--- src/rtl/alu_cmd_sequencer.sv ---
// Command front-end for the 4-bit ALU: accepts one command, reads two
// operands from a 4x4 register file, and writes the ALU result back.
module alu_cmd_sequencer (
    input  logic       clk,
    input  logic       rst,
    input  logic       cmd_valid,
    output logic       cmd_ready,
    input  logic [2:0] cmd_op,
    input  logic [1:0] cmd_rd,
    input  logic [1:0] cmd_rs1,
    input  logic [1:0] cmd_rs2,
    input  logic [3:0] cmd_imm,
    output logic [3:0] alu_a,
    output logic [3:0] alu_b,
    output logic [2:0] alu_op,
    input  logic [3:0] alu_result,
    input  logic       alu_zero,
    output logic       rsp_valid,
    output logic [3:0] rsp_result,
    output logic       rsp_zero,
    input  logic [1:0] dbg_addr,
    output logic [3:0] dbg_data
);

    typedef enum logic [1:0] {
        IDLE = 2'd0,
        EXEC = 2'd1,
        RESP = 2'd2
    } state_e;

    localparam logic [2:0] OP_LDI = 3'b111;

    state_e     state_q;
    logic [3:0] rf_q [4];
    logic [3:0] a_q;
    logic [3:0] b_q;
    logic [2:0] op_q;
    logic [1:0] rd_q;
    logic [3:0] imm_q;
    logic       rdy_q;
    logic       vld_q;
    logic [3:0] res_q;
    logic       zero_q;

    logic [3:0] wr_d;
    logic       wz_d;

    // Load-immediate bypasses the ALU entirely.
    always_comb begin
        wr_d = alu_result;
        wz_d = alu_zero;
        if (op_q == OP_LDI) begin
            wr_d = imm_q;
            wz_d = (imm_q == 4'd0);
        end
    end

    always_ff @(posedge clk) begin
        if (rst) begin
            state_q <= IDLE;
            for (int i = 0; i < 4; i++) begin
                rf_q[i] <= 4'd0;
            end
            a_q    <= 4'd0;
            b_q    <= 4'd0;
            op_q   <= 3'd0;
            rd_q   <= 2'd0;
            imm_q  <= 4'd0;
            rdy_q  <= 1'b1;
            vld_q  <= 1'b0;
            res_q  <= 4'd0;
            zero_q <= 1'b0;
        end else begin
            unique case (state_q)
                IDLE: begin
                    if (cmd_valid) begin
                        a_q     <= rf_q[cmd_rs1];
                        b_q     <= rf_q[cmd_rs2];
                        op_q    <= cmd_op;
                        rd_q    <= cmd_rd;
                        imm_q   <= cmd_imm;
                        rdy_q   <= 1'b0;
                        state_q <= EXEC;
                    end
                end
                EXEC: begin
                    rf_q[rd_q] <= wr_d;
                    res_q      <= wr_d;
                    zero_q     <= wz_d;
                    vld_q      <= 1'b1;
                    state_q    <= RESP;
                end
                RESP: begin
                    vld_q   <= 1'b0;
                    rdy_q   <= 1'b1;
                    state_q <= IDLE;
                end
                default: begin
                    vld_q   <= 1'b0;
                    rdy_q   <= 1'b1;
                    state_q <= IDLE;
                end
            endcase
        end
    end

    assign cmd_ready  = rdy_q;
    assign alu_a      = a_q;
    assign alu_b      = b_q;
    assign alu_op     = op_q;
    assign rsp_valid  = vld_q;
    assign rsp_result = res_q;
    assign rsp_zero   = zero_q;
    assign dbg_data   = rf_q[dbg_addr];

endmodule
--- config.mk ---
export PLATFORM = sky130hd
export DESIGN_NAME = alu_cmd_sequencer
export DESIGN_NICKNAME = d
export VERILOG_FILES = /design/src/rtl/alu_cmd_sequencer.sv
export SDC_FILE = /design/constraint.sdc
export NUM_CORES = 1
export LEC_CHECK = 0
export CORE_AREA = 5 5 76 61
export CTS_BUF_LIST = sky130_fd_sc_hd__clkbuf_2 sky130_fd_sc_hd__clkbuf_4 sky130_fd_sc_hd__clkbuf_8
export CTS_CLUSTER_DIAMETER = 200
export DETAILED_ROUTE_END_ITERATION = 12
export DIE_AREA = 0 0 81 66
export GPL_TIMING_DRIVEN = 0
export MAX_ROUTING_LAYER = met4
export PLACE_DENSITY = 0.85
export SYNTH_ARGS = -nofsm -noshare
export SYNTH_HDL_FRONTEND = slang
export SYNTH_SLANG_ARGS = --single-unit
--- constraint.sdc ---
create_clock -name clk -period 1.7 [get_ports clk]
set_input_delay 0.255 -clock clk [delete_from_list [all_inputs] [get_ports clk]]
set_output_delay 0.255 -clock clk [all_outputs]
set_load 0.02 [all_outputs]
==> run summary, run 1 <==
period utilization - 97.80%
post-place instance area - 2352 µm²
Final Hold Vio Count - 0
Starting Density - 47.82%
Tightest Pin Transition - 0.5702 ns
CORE AREA - 3854 µm²
Tmin final - 1.663 ns
dpl hpwl - 3.170 mm
first-pass GRT wire length - 6.879 mm
WS Path Type - reg2out
top sig layer - met4
via count - 1403
leakage - 0.0009451 µW
io pins - 45
Reg clk slew, reported paths - 0.08 ns
Critical R2R Capture - rf_q[1][1]$_SDFFCE_PN0P_
Reg2Reg Depth - 3
Fin Setup TNS - 0 ns
final hold slack - 0.4591 ns
CTS tree - built
clock latency on the worst-skew pair - 0.29 ns
Final setup viols - 0
largest net degree at the start of global routing - 13
Power Dens Cells - 869.7 nW/µm²
initial antenna violation count - 0
sequential-to-total area share from yosys stat - 54.31%
share of cells above drive strength 1 - 16.29%
WL met3 - 249 µm
crit-path cells - mux4_2 > buf_2
Fmax - 0.6014 GHz
crit path max fanout - 3
Final ANT Viol Nets - 0
Synthesis Warnings - 0
CP max stage delay - 0.51 ns
hold_sp - alu_a[2]$_SDFFE_PP0P_
Yosys top cell by area - dfxtp_1
outcome - finished, final reports clean
Final Max Slew Viols - 0
WHS Path Cells - 2
n_diodes - 0
Rel. slew slack - 60.90%
die area - 5346 µm²
worst hold path type - reg2reg
PortBufs - 44
H-tree depth - 2
Area contributors post-synth - dfxtp_1, edfxtp_1, mux4_2, nand2_1, nor2_1
routed vias/inst - 5.083
first drt pass iteration count - 4
Clock Path Buffers - 2
mapped cell area - 1843 µm²
initial detailed-routing violation count - 63
commonest non-fill, non-tap cells in the layout - clkdlybuf4s50_1, nand2_1, dfxtp_1, nor2_1, a21oi_1
Yosys cell types - 25
category of the worst setup path launch point - register
final WL - 4.133 mm
arrival time at the worst endpoint - 1.41 ns
max_cap viols - 0
r2r setup slk - 0.15 ns
# clock sinks - 42
fillers - 318
Avg Cell Area, Syn - 11.24 µm²
Required @ worst endpoint - 1.44 ns
Clock Skew - 0.008842 ns
Setup crit end kind - output pin
Die Y-Extent - 66 µm
design area - 2461 µm²
met2 wire len - 1.963 mm
Peak VDD IR - 0.0005689 V
drt wl/cell - 14.97 µm
CP max stage cell - mux4_2
Final GP Congestion - 0.8048
Final nets - 243
CTS buffer count - 5
DRC Markers - 0
Congestion Overflow GR - 0
RSZ-0062 raised after global routing - no
die width - 81 µm
vias in the first global route - 1390
Hold EP - alu_a[2]$_SDFFE_PP0P_
Syn Nets - 187
Layout area overhead - 33.54%
WL met1 - 1.844 mm
num rows - 20
R2R Path Start - alu_op[2]$_SDFFE_PP0P_
CTS Root Cell - clkbuf_8
Hold Buf Count CTS - 0
top-area cell type share of the netlist area - 28.24%
Yosys reg bits - 42
Mapped Cells - 164
overall routing resource usage - 18.21%
most common cell after layout, fill and taps aside - clkdlybuf4s50_1
## state kept, by name, indices dropped and copies added (netlist names), 2 cells and up
signal / flops
alu_a: 4
alu_b: 4
alu_op: 3
imm_q: 4
rd_q: 2
rf_q: 16
rsp_result: 4
state_q: 2
## cell usage after synthesis (all sizes together)
library cell	number
edfxtp	16
a21oi	17
nor2	23
nor3b	1
nand4b	1
a31o	1
nand3	1
mux2i	5
or2b	1
nor4b	1
o21a	1
nand2	36
or3b	1
dfxtp	26
nor4	1
nand2b	4
mux4	12
o21ai	1
and2b	1
inv	2
a211oi	5
clkbuf	3
buf	4
## worst max-delay path: cells and delay by family, from the launching register on
| family | cells | cell delay [ns] |
|---|---|---|
| buffers and inverters | 1 | 0.18 |
| multiplexers | 1 | 0.51 |
| flip-flops | 1 | 0.44 |
## cell families (layout without fill, tap and decap cells)
kind of cell | count (synthesis) | in the layout | synth area share, %
buffers and inverters | 9 | 66 | 3.258
AOI/OAI and AO/OA | 25 | 25 | 7.807
muxes | 17 | 17 | 17.38
and+or+nand+nor | 71 | 71 | 17.24
DFF | 42 | 42 | 54.31
## stage by stage
| step | total power, µW | util, % | cells | setup WS (ns) |
|---|---|---|---|---|
| floorplan | 1361 | - | 164 | 0.2785 |
| global placement | 1530 | 61.04 | 263 | -0.5469 |
| detailed placement | 1539 | 61.04 | 263 | -0.5597 |
| CTS | 2157 | 63.67 | 276 | 0.01454 |
| global route | 2248 | 63.86 | 276 | 0.01485 |
| finish | 2141 | 63.86 | 276 | 0.03734 |
## routing by layer
metal  vias up  GRT usage [%]
met2        54          27.97
met3         6          5.722
met1       645          22.85
li1        698              -
met4         0          6.329
met5         -              -
## cell type report
cell class	instances	area, µm²	share of cell area (%)
well taps	55	68.82	2.796
inverters	2	7.507	0.3050
clock inverters	2	8.758	0.3559
repair buffers	49	456.7	18.56
multi-input cells	113	788.3	32.03
plain buffers	7	52.55	2.135
flip-flops and latches	42	1002	40.72
clock buffers	6	76.32	3.101
## power by group
group          leakage [µW]  switching, µW  internal, µW
clock             0.0000460            326           298
sequential         0.000379           41.0          1100
combinational      0.000520            177           196
total              0.000945            544          1600
## how the worst max path moves through the flow
| stage | from | end | slack (ns) | depth (start not counted) |
|---|---|---|---|---|
| after floorplan | state_q[0]$_SDFFE_PP0P_ | rf_q[1][0]$_SDFFCE_PN0P_ | 0.28 | 3 |
| after global placement | dbg_addr[0] | dbg_data[3] | -0.55 | 3 |
| after detailed placement | dbg_addr[0] | dbg_data[3] | -0.56 | 3 |
| after CTS | state_q[0]$_SDFFE_PP0P_ | rf_q[1][1]$_SDFFCE_PN0P_ | 0.01 | 3 |
| after global routing | alu_op[2]$_SDFFE_PP0P_ | rf_q[2][3]$_SDFFCE_PN0P_ | 0.01 | 3 |
| final | rf_q[3][3]$_DFFE_PP_ | dbg_data[3] | 0.04 | 2 |
## timing repair
item / CTS / global route
setup buffers: 5 / 0
resized for setup: 17 / 2
endpoints found under the setup margin: 4 / 8
endpoints found under the hold margin: 0 / 0
Note: power is estimated with default switching activity, not from simulation.
==> run 2, diff against run 1 <==
Settings changed: ABC_AREA set to 1, CORE_AREA 5 5 76 61 to 5 5 83 66, DIE_AREA 0 0 81 66 to 0 0 88 71, GPL_ROUTABILITY_DRIVEN set to 0, PLACE_DENSITY 0.85 to 0.82.
Clock period 1.7 ns to 1.5 ns, I/O delays scaled along.
==> run 2 against run 1 <==
Combinational power up 30%. Non-clock buffer count down 7. Sequential share of layout area down 3.3 points. Flip-flop and latch count is the same. Critical path depth is 1 lower. First-iteration DRC count increased by 65%. Worst setup slack improved by 0.0010 ns. Synthesized cell count increased by 70%. Critical path type unchanged. Highest routed layer unchanged. Synthesized area increased by 12%. Register-to-register slack got worse by 0.03 ns. Via count up 37%. Core utilization shrank 6.4 points.
==> run summary, run 2 <==
outcome - finished, final reports clean
Final Util - 57.45%
Final setup viols - 0
Yosys cell types - 21
routed vias/inst - 4.959
largest register by flop count - rf_q
crit path buf inv count - 1
r2r setup slk - 0.12 ns
initial antenna violation count - 0
Layout area overhead - 29.61%
via count - 1924
io pins - 45
Starting Density - 44.32%
CP max stage cell - clkdlybuf4s50_1
Peak VDD IR - 0.0004268 V
WS Path Type - reg2out
Congestion Overflow GR - 0
WHS Path Cells - 6
fillers - 449
# clock sinks - 42
ys flop type - dfxtp_1
final WL - 5.057 mm
Reg2Reg Depth - 5
Synthesis Warnings - 0
EDFF count, synth - 16
Yosys reg bits - 42
PortBufs - 41
Final Max Slew Viols - 0
arrival time at the worst endpoint - 1.24 ns
post-place instance area - 2547 µm²
n_diodes - 0
drt wl/cell - 13.03 µm
Fmax - 0.6842 GHz
sequential-to-total area share from yosys stat - 48.54%
num rows - 22
Clock Skew - 0.007616 ns
H-tree depth - 2
Hold EP - alu_b[0]$_SDFFE_PP0P_
R2R Path Start - state_q[1]$_SDFFE_PP0P_
most common cell in the netlist - nand2_1
CTS buffer count - 5
design area - 2673 µm²
Die Y-Extent - 71 µm
final hold slack - 0.4138 ns
Clock Path Buffers - 2
first-pass GRT wire length - 8.500 mm
most common cell after layout, fill and taps aside - nand2_1
clock latency on the worst-skew pair - 0.29 ns
Syn Nets - 302
crit-path cells - clkdlybuf4s50_1
CORE AREA - 4652 µm²
Reg clk slew, reported paths - 0.07 ns
max reg flops - 16
hold_sp - cmd_rs2[0]
DRC Markers - 0
Final nets - 350
overall routing resource usage - 18.04%
die area - 6248 µm²
worst hold path type - in2reg
crit path max fanout - 2
asr flop ratio synth - 0%
largest net degree at the start of global routing - 14
Critical R2R Capture - rf_q[2][2]$_SDFFCE_PN0P_
max_cap viols - 0
Power Dens Cells - 1013 nW/µm²
mapped cell area - 2062 µm²
share of cells above drive strength 1 - 10.98%
number of setup buffers added after CTS - 0
CTS tree - built
top cell family by delay on the critical path - buffers and inverters
dpl hpwl - 3.859 mm
category of the worst setup path launch point - register
Area contributors post-synth - dfxtp_1, edfxtp_1, nand2_1, inv_1, nor2_1
total power draw - 2707 µW
leakage - 0.001414 µW
Mapped Cells - 279
Yosys top cell by area - dfxtp_1
Setup crit end kind - output pin
CP max stage delay - 0.60 ns
Rel. slew slack - 71.55%
Required @ worst endpoint - 1.27 ns
vias in the first global route - 1851
Tmin final - 1.462 ns
Hold Buf Count CTS - 0
Tightest Pin Transition - 0.4268 ns
most frequent cells after synthesis - nand2_1, inv_1, nor2_1, dfxtp_1, nand3_1
Final ANT Viol Nets - 0
initial detailed-routing violation count - 104
top-area cell type share of the netlist area - 25.24%
Final Hold Vio Count - 0
CTS Root Cell - clkbuf_8
Avg Cell Area, Syn - 7.391 µm²
commonest non-fill, non-tap cells in the layout - nand2_1, inv_1, nor2_1, dfxtp_1, nand3_1
period utilization - 97.44%
first drt pass iteration count - 4
die width - 88 µm
[run 2: how the worst max path moves through the flow]
stage                               startpoint                    to  slack, ns  cells past startpoint
floorplan              state_q[0]$_SDFFE_PP0P_  rf_q[3][0]$_DFFE_PP_       0.20                      2
global placement                           rst  rf_q[3][0]$_DFFE_PP_      -0.42                      4
detailed placement                         rst  rf_q[3][3]$_DFFE_PP_      -0.48                      4
CTS                 rsp_result[3]$_SDFFE_PP0N_         rsp_result[3]       0.01                      1
global route          rf_q[1][0]$_SDFFCE_PN0P_           dbg_data[0]      -0.01                      3
finish                   alu_b[2]$_SDFFE_PP0P_              alu_b[2]       0.04                      1
[run 2: cell type report]
class / count / area (µm²) / share of cell area, %
multi-input combinational: 175 / 813.3 / 30.43
clock inverter: 2 / 37.54 / 1.404
clock buffer: 6 / 76.32 / 2.856
inverter: 54 / 202.7 / 7.584
tap: 60 / 75.07 / 2.809
sequential: 42 / 1001 / 37.45
buffer: 8 / 56.30 / 2.107
timing repair buffer: 41 / 410.4 / 15.36
[run 2: where the power goes]
| part | internal [µW] | switching (µW) | total [µW] |
|---|---|---|---|
| logic | 205 | 282 | 486 |
| clock network | 515 | 387 | 902 |
| registers | 1260 | 56.2 | 1320 |
[run 2: repair_timing]
item | 4_1_cts | 5_1_grt
endpoints found under the setup margin | 12 | 21
gates cloned | 0 | 0
pin swaps | 0 | 1
resized for setup | 21 | 13
endpoints found under the hold margin | 0 | 0
[run 2: cells by family after synthesis]
family                 share of synthesized area (%)
AO/OA/AOI/OAI                                  9.405
buffers and inverters                          12.56
flip-flops                                     48.54
AND/OR/NAND/NOR                                29.49
[run 2: per-stage QoR]
stage | TNS, ns | worst slack (ns) | std cells
global route | -0.01452 | -0.01452 | 388
global placement | -6.029 | -0.4156 | 380
floorplan | 0 | 0.1994 | 279
finish | 0 | 0.03836 | 388
CTS | 0 | 0.01408 | 388
detailed placement | -6.779 | -0.4772 | 380
[run 2: layer usage]
metal	global-route usage, %	vias up	share of wire [%]
li1	-	971	-
met1	23.70	870	46
met4	4.600	0	0.85
met3	5.122	8	6.9
met5	-	-	0
met2	27.34	75	47
==> run 3, diff against run 2 <==
Settings changed: PLACE_DENSITY 0.82 to 0.8.
==> run 3 against run 2 <==
Via count is 2.4% lower. Count of clock-buffer cells in the layout stayed put. Sequential power barely moved. Combinational power is essentially flat. Cell count is the same. Critical endpoint is now cmd_ready. Largest cell class unchanged.
==> run summary, run 3 (synthesized netlist as in run 2, its figures left out) <==
outcome - finished, final reports clean
Fin Setup TNS - 0 ns
CP max stage cell - clkdlybuf4s50_1
initial detailed-routing violation count - 56
Layout area overhead - 28.94%
r2r setup slk - 0.16 ns
CORE AREA - 4652 µm²
Clock Path Buffers - 2
n_diodes - 0
cell depth of the worst setup path - 1
H-tree depth - 2
Final nets - 350
Final setup viols - 0
met2 wire len - 2.067 mm
Final ANT Viol Nets - 0
io pins - 45
top cell family by delay on the critical path - buffers and inverters
initial antenna violation count - 0
drt wl/cell - 12.66 µm
commonest non-fill, non-tap cells in the layout - nand2_1, inv_1, nor2_1, dfxtp_1, nand3_1
Required @ worst endpoint - 1.27 ns
vias in the first global route - 1714
die area - 6248 µm²
Starting Density - 44.32%
arrival time at the worst endpoint - 1.23 ns
PortBufs - 41
clock latency on the worst-skew pair - 0.30 ns
worst hold path type - in2reg
clock power share - 29.1%
Reg2Reg Depth - 5
via count - 1877
Tmin final - 1.453 ns
Sw Pwr - 733.3 µW
category of the worst setup path launch point - register
post-place instance area - 2547 µm²
Power Dens Cells - 958.4 nW/µm²
WS Path Type - reg2out
num rows - 22
largest register by flop count - rf_q
Comb pwr share - 19.2%
max_cap viols - 0
top sig layer - met4
leakage - 0.001423 µW
Final Max Slew Viols - 0
CTS Root Cell - clkbuf_8
first-pass GRT wire length - 7.803 mm
Congestion Overflow GR - 0
crit path max fanout - 2
CP max stage delay - 0.60 ns
final WL - 4.914 mm
die width - 88 µm
design area - 2659 µm²
Seq pwr share - 51.7%
share of cells above drive strength 1 - 11.59%
sw frac - 28.77%
Rel. slew slack - 68.46%
DRC Markers - 0
WHS Path Cells - 6
period utilization - 96.90%
fin cells - 388
dpl hpwl - 3.766 mm
Final Util - 57.15%
Final Hold Vio Count - 0
largest net degree at the start of global routing - 14
Tightest Pin Transition - 0.4731 ns
routed vias/inst - 4.838
Cells after DPL - 380
max reg flops - 16
Fmax - 0.6880 GHz
CTS tree - built
WL met1 - 2.355 mm
RSZ-0062 raised after global routing - no
overall routing resource usage - 16.51%
final hold slack - 0.4033 ns
most common cell after layout, fill and taps aside - nand2_1
number of setup buffers added after CTS - 0
Die Y-Extent - 71 µm
CTS buffer count - 5
Reg clk slew, reported paths - 0.08 ns
Peak VDD IR - 0.0006801 V
# clock sinks - 42
Int Power - 1815 µW
crit-path cells - clkdlybuf4s50_1
Clock Skew - 0.01247 ns
Setup crit end kind - output pin
WL met3 - 392 µm
crit path buf inv count - 1
first drt pass iteration count - 4
run 3: routing by layer:
layer / GRT usage (%) / up-vias
met3: 3.958 / 11
li1: - / 973
met2: 24.08 / 69
met4: 5.622 / 0
met1: 22.37 / 824
met5: - / -
run 3: final timing paths:
check                                from                        to
setup / recovery   cmd_ready$_SDFFE_PP1P_                 cmd_ready
hold / removal                 cmd_rs2[0]     alu_b[2]$_SDFFE_PP0P_
setup reg to reg  state_q[1]$_SDFFE_PP0P_  rf_q[2][0]$_SDFFCE_PN0P_
hold reg to reg    cmd_ready$_SDFFE_PP1P_    cmd_ready$_SDFFE_PP1P_
run 3: what timing repair did:
item,in CTS,in global routing
hold buffers,0,0
pin swaps,1,0
setup endpoints to repair,12,28
hold endpoints to repair,0,0
resized for setup,21,17
run 3: stage by stage:
step                      total power, µW  worst slack, ns
after floorplan                      1626           0.1994
after global placement               1833          -0.4818
after detailed placement             1846          -0.5219
after CTS                            2558         0.004393
after global routing                 2666        0.0004561
final                                2548          0.04652
run 3: cell type report:
| type | instances | area, µm² |
|---|---|---|
| tap | 60 | 75.07 |
| multi-input combinational | 175 | 818.3 |
| fill | 442 | 1993 |
| clock buffer | 6 | 76.32 |
| sequential | 42 | 1001 |
| clock inverter | 2 | 13.76 |
| timing repair buffer | 41 | 415.4 |
| buffer | 8 | 56.30 |
| inverter | 54 | 202.7 |
run 3: power by group through the flow:
stage	clock network (µW)	logic [µW]	registers, µW
finish	742	489	1320
detailed placement	0	501	1340
global route	804	535	1330
global placement	0	491	1340
floorplan	0	250	1380
CTS	752	487	1320
